===== config.mk =====
export PLATFORM = sky130hd
export DESIGN_NAME = bram_access_scheduler
export DESIGN_NICKNAME = d
export VERILOG_FILES = /design/src/rtl/bram_access_scheduler_pkg.sv /design/src/rtl/bram_wr_arbiter.sv /design/src/rtl/bram_access_scheduler.sv
export SDC_FILE = /design/constraint.sdc
export NUM_CORES = 1
export LEC_CHECK = 0
export ABC_AREA = 1
export BUFFER_PORTS_ARGS = -buffer_cell sky130_fd_sc_hd__buf_2
export CAP_MARGIN = 30
export CORE_MARGIN = 2
export CORE_UTILIZATION = 45
export CTS_CLUSTER_SIZE = 12
export DETAILED_ROUTE_END_ITERATION = 12
export PLACE_DENSITY_LB_ADDON = 0.15
export SLEW_MARGIN = 0
export SYNTH_ARGS = -nofsm -noshare
export SYNTH_HDL_FRONTEND = slang
export SYNTH_HIERARCHICAL = 1
export SYNTH_SLANG_ARGS = --single-unit

===== constraint.sdc =====
create_clock -name clk -period 2.9 [get_ports clk]
set_input_delay 0.145 -clock clk [delete_from_list [all_inputs] [get_ports clk]]
set_output_delay 0.145 -clock clk [all_outputs]
set_load 0.005 [all_outputs]

===== src/rtl/bram_access_scheduler_pkg.sv =====
// Shared definitions for cache-RAM access controllers.
package bram_access_scheduler_pkg;

  // state         | meaning
  // ST_CLEAR      | zero-filling the RAM after reset, requests held off
  // ST_RUN        | clear finished, write arbitration and reads active
  typedef enum logic {
    ST_CLEAR = 1'b0,
    ST_RUN   = 1'b1
  } sched_state_t;

  localparam int STARVE_LIMIT_DEF = 3;
  localparam int STARVE_W         = 4;

endpackage


===== src/rtl/bram_wr_arbiter.sv =====
// Two-way fixed-priority write arbiter; an aging counter forces a grant to
// the low-priority requester after it has lost starve_limit cycles in a row.
module bram_wr_arbiter
  import bram_access_scheduler_pkg::*;
(
  input  logic                clk,
  input  logic                rst,
  input  logic                en,
  input  logic [1:0]          valid,
  input  logic [STARVE_W-1:0] starve_limit,
  output logic [1:0]          grant
);

  logic [STARVE_W-1:0] starve_cnt;

  // Grant from current requests and age only; never depends on a ready.
  always_comb begin
    grant = 2'b00;
    if (en) begin
      if (valid[1] && (!valid[0] || starve_cnt == starve_limit)) grant = 2'b10;
      else if (valid[0])                                          grant = 2'b01;
    end
  end

  // Count consecutive lost cycles of requester 1, saturating at the limit.
  always_ff @(posedge clk or negedge rst) begin
    if (!rst)                           starve_cnt <= '0;
    else if (!valid[1] || grant[1])     starve_cnt <= '0;
    else if (en && starve_cnt < starve_limit) starve_cnt <= starve_cnt + 1'b1;
  end

endmodule


===== src/rtl/bram_access_scheduler.sv =====
// Front end for one true-dual-port BRAM: zero-fill after reset, arbitrate
// two writers onto port A, serve reads on port B with same-cycle forwarding.
module bram_access_scheduler
  import bram_access_scheduler_pkg::*;
#(
  parameter  int DATA_WIDTH   = 32,
  parameter  int DEPTH        = 128,
  parameter  int STARVE_LIMIT = STARVE_LIMIT_DEF,
  localparam int AW           = $clog2(DEPTH)
) (
  input  logic                  clk,
  input  logic                  rst,
  input  logic                  w0_valid,
  output logic                  w0_ready,
  input  logic [AW-1:0]         w0_addr,
  input  logic [DATA_WIDTH-1:0] w0_data,
  input  logic                  w1_valid,
  output logic                  w1_ready,
  input  logic [AW-1:0]         w1_addr,
  input  logic [DATA_WIDTH-1:0] w1_data,
  input  logic                  rd_valid,
  output logic                  rd_ready,
  input  logic [AW-1:0]         rd_addr,
  output logic                  rd_rvalid,
  output logic [DATA_WIDTH-1:0] rd_rdata,
  output logic                  init_done,
  output logic                  ram_ena,
  output logic                  ram_wea,
  output logic [AW-1:0]         ram_addra,
  output logic [DATA_WIDTH-1:0] ram_dina,
  output logic                  ram_enb,
  output logic [AW-1:0]         ram_addrb,
  input  logic [DATA_WIDTH-1:0] ram_doutb
);

  sched_state_t          state, state_nxt;
  logic [AW-1:0]         clr_cnt;
  logic [1:0]            grant;
  logic                  wr_hit;
  logic                  hit;
  logic [DATA_WIDTH-1:0] fwd_data;
  logic [DATA_WIDTH-1:0] rdata_q;

  assign init_done = (state == ST_RUN);
  assign w0_ready  = grant[0];
  assign w1_ready  = grant[1];
  assign rd_ready  = init_done;
  assign ram_enb   = rd_valid & rd_ready;
  assign ram_addrb = rd_addr;

  bram_wr_arbiter u_arb (
    .clk          (clk),
    .rst          (rst),
    .en           (init_done),
    .valid        ({w1_valid, w0_valid}),
    .starve_limit (STARVE_W'(STARVE_LIMIT)),
    .grant        (grant)
  );

  // State register and clear address counter.
  always_ff @(posedge clk or negedge rst) begin
    if (!rst) begin
      state   <= ST_CLEAR;
      clr_cnt <= '0;
    end else begin
      state <= state_nxt;
      if (state == ST_CLEAR) clr_cnt <= clr_cnt + 1'b1;
    end
  end

  // Leave CLEAR once the last entry is written; only reset returns to CLEAR.
  always_comb begin
    state_nxt = state;
    if (state == ST_CLEAR && clr_cnt == AW'(DEPTH - 1)) state_nxt = ST_RUN;
  end

  // Port A mux; reset is folded in so the RAM sees no write while held.
  always_comb begin
    ram_ena   = 1'b0;
    ram_wea   = 1'b0;
    ram_addra = '0;
    ram_dina  = '0;
    if (rst) begin
      if (state == ST_CLEAR) begin
        ram_ena   = 1'b1;
        ram_wea   = 1'b1;
        ram_addra = clr_cnt;
      end else if (grant[0]) begin
        ram_ena   = 1'b1;
        ram_wea   = 1'b1;
        ram_addra = w0_addr;
        ram_dina  = w0_data;
      end else if (grant[1]) begin
        ram_ena   = 1'b1;
        ram_wea   = 1'b1;
        ram_addra = w1_addr;
        ram_dina  = w1_data;
      end
    end
  end

  // Port B returns undefined data on a same-address same-cycle write.
  assign wr_hit = ram_enb & ram_ena & ram_wea & (ram_addra == rd_addr);

  // Read pipeline: valid, forward flag/data, and the held last result.
  always_ff @(posedge clk or negedge rst) begin
    if (!rst) begin
      rd_rvalid <= 1'b0;
      hit       <= 1'b0;
      fwd_data  <= '0;
      rdata_q   <= '0;
    end else begin
      rd_rvalid <= ram_enb;
      hit       <= wr_hit;
      if (wr_hit)    fwd_data <= ram_dina;
      if (rd_rvalid) rdata_q  <= rd_rdata;
    end
  end

  assign rd_rdata = rd_rvalid ? (hit ? fwd_data : ram_doutb) : rdata_q;

endmodule


==> flow_summary_export.csv <==
group,metric,value,unit
outcome,status,"completed",
floorplanning,dieHeight,109,microns
drt,drtIter0Drc,260,
hold_path,hp-class,"input pin to flop",
power,p_clk_share,39.9,%
global_route,grt_pass1_wl,22000,microns
place,place.gp.congestion,0.869,
drt,drcViolationCount,0,
yosys,syn_avg_cell_area,7.58,sq um
power,power.total,2090,uW
sta,fin_crit,2.67,ns
floorplanning,die_area,11900,sq um
drt,ant_nets,0,
layout,drive_above_1_share,32.1,%
sta,worst_slew_pin_slew,0.772,ns
place,io_buffers,207,
power,p_seq_share,52.0,%
place,hpwl,9920,microns
yosys,synth_edf_count,0,
layout,final_cell_mix,"buf_2 (206), nand2_1 (119), inv_1 (97)",
power,p_int,1590,uW
global_route,grt_max_degree,61,
clock_network,cts_sinks,78,
setup_path,path_buf_inv,5,
layout,multi_input_comb_area,2340,sq um
yosys,yosysUniqueCellTypes,33,
sta,relSlewSlack,48.5,%
sta,finalHoldViolations,0,
drt,vias,5025,
global_route,grt_usage,23.8,%
sta,fin_skew,0.0108,ns
setup_path,path_class,"flop to output port",
floorplanning,boundaryPins,208,
drt,wirelength,13700,microns
yosys,synth_area_leader_cell,"dfrtp_1",
power,power.density,334,nW/um^2
sta,rsz0062_at_grt,"no",
clock_network,cts_root_buf,"clkbuf_8",
drt,wl_per_cell,13.9,microns
power,p_leak,0.00312,uW
clock_network,clkSlewWorstSetupHoldPaths,0.08,ns
yosys,netlist.area_leader.share,39.4,%
setup_path,start_kind,"flop",
setup_path,cp-end-kind,"output port",
setup_path,required,2.76,ns
layout,fin_nets,968,
hold_path,hold_start,"ram_doutb[8]",
floorplanning,core_area,10800,sq um
yosys,synth_warnings,6,
sta,max_freq,375,MHz
layout,fin_area,6250,sq um
clock_network,cts_buffer_depth,2,
sta,period_share,92.0,%
setup_path,cp_top_family,"buffers and inverters",
clock_network,cts_max_level,3,
power,switching_share,23.9,%
yosys,synth.ff_latch_count,78,
power,power_frac_comb,8.1,%
floorplanning,start_util,45.9,%
setup_path,crit_path_max_incr_delay,0.38,ns
yosys,netlist_area,4950,sq um
floorplanning,num_rows,38,
place,dpl_cell_area,6010,sq um
yosys,async_reset_ff_share,100,%
layout,regArea,1950,sq um
sta,setup_violations,0,
setup_path,path_max_fanout,21,
sta,tns,0,ns
layout,fillCellCount,1044,
global_route,gr-total-overflow,0,
floorplanning,die_w,109,microns
global_route,first_global_vias,4724,
setup_path,startpoint,"u_arb/starve_cnt[0]",
drt,via_per_inst,5.10,
yosys,ys.flop_type,"dfrtp_1",
layout,diodes,0,
power,vdd_drop_max,0.000185,V
sta,finalMaxSlewViolations,0,
setup_path,critical-path-slowest-cell,"dfrtp_1",
layout,final_common_cell,"buf_2",
clock_network,cts_tree,"built",
clock_network,clock_latency,0.35,ns
setup_path,crit_arrival,2.52,ns
yosys,ys_seq_area_share,39.4,%
setup_path,crit_top_cell,"inv_1",
yosys,syn_inst,654,
yosys,ys_top_cells_by_area,"dfrtp_1 (39%), nand2_1 (9.0%), inv_1 (7.3%)",
clock_network,numCtsBuffers,9,
power,power_switching,500,uW
job,cap_violations,0,
setup_path,r2r-start,"u_arb/starve_cnt[0]",
layout,area_delta_synth_final,26.1,%
setup_path,crit_chain,"inv_1 -> ha_1 -> nand2_1 -> o21ai_2 -> inv_1 -> nor3_2 -> inv_2 -> nor2_4 -> buf_6 -> a22oi_1 -> nor2_1 -> buf_2",
drt,firstDrtPassIters,5,
global_route,antenna_found_initial,0,
==> path summary, 6_finish.rpt <==
| check | endpoint | slack, ns | depth (start not counted) |
|---|---|---|---|
| min in group asynchronous | clr_cnt[2] | 0.25 | 2 |
| worst min-delay path | rdata_q[8] | 0.05 | 3 |
| worst max-delay path | ram_dina[15] | 0.23 | 12 |
| worst max register to register | fwd_data[18] | 0.28 | 17 |
| max in group asynchronous | rd_rvalid | 1.53 | 3 |
| worst min register to register | rdata_q[3] | 0.52 | 2 |
==> power by group through the flow <==
stage	Sequential [uW]	Clock, uW	Combinational, uW
2_1_floorplan	1110	0	48.8
3_3_place_gp	1110	0	163
3_5_place_dp	1110	0	166
4_1_cts	1090	859	169
5_1_grt	1090	909	188
6_report	1090	834	170
==> kinds of logic after synthesis <==
family / Yosys count / synth area share, %
AND/OR/NAND/NOR: 238 / 20.8
AO/OA/AOI/OAI: 173 / 23.2
buffers and inverters: 152 / 14.0
flip-flops: 78 / 39.4
adder cells (fa/ha/maj): 6 / 1.52
XOR/XNOR: 5 / 0.884
other: 2 / 0.152
==> cell type report <==
class / instances / area share [%]
clock buffers: 11 / 2.26
clock inverters: 5 / 0.941
inverters: 102 / 6.17
multi-input cells: 426 / 37.4
flip-flops and latches: 78 / 31.3
well taps: 140 / 2.80
repair buffers: 223 / 19.2
==> per-stage QoR <==
step / hold slack [ns] / setup WS (ns) / cells / utilization [%]
after CTS: 0.0367 / 0.0107 / 984 / 57.7
final: 0.0532 / 0.231 / 985 / 57.9
after global placement: 0.0646 / 0.108 / 967 / 55.7
after global routing: 0.0461 / 0.0518 / 985 / 57.9
after floorplan: -0.151 / 0.178 / 656 / -
after detailed placement: 0.0645 / 0.0193 / 967 / 55.7
==> metal layers <==
layer / up-vias / GRT usage [%] / share of wire [%]
met2: 184 / 40.6 / 48
met1: 2333 / 31.1 / 44
met4: 0 / 6.41 / 1.1
li1: 2497 / - / -
met5: - / 0 / 0
met3: 11 / 4.18 / 6.2
==> synthesized netlist by cell type, types with 4 or more instances <==
cell / number
o21ai_0: 64
nand2_1: 119
ha_1: 6
inv_2: 5
buf_6: 11
buf_4: 10
o21bai_1: 23
clkbuf_1: 20
nor2_1: 47
nand2_2: 6
dfrtp_1: 78
buf_1: 6
a21oi_1: 9
nor3_1: 4
inv_1: 97
o211ai_1: 32
a22oi_1: 32
o21bai_2: 9
nand3_1: 48
==> repair_timing <==
action,CTS,global route
resized for setup,2,4
endpoints found under the setup margin,12,65
setup buffers,0,1
endpoints found under the hold margin,18,0
cloned,0,0
hold buffers,1,0
pin swaps,0,1
==> tightest hold or removal path: stages <==
cell      delay (ns)
buf_2           0.08
o211ai_1        0.08
o21ai_0         0.07
==> flip-flops by register name, indices dropped and copies added (netlist names) <==
register          flops
fwd_data             32
clr_cnt               7
rdata_q              32
hit                   1
rd_rvalid             1
u_arb/starve_cnt      4
init_done             1
(Power assumes the default switching activity.)
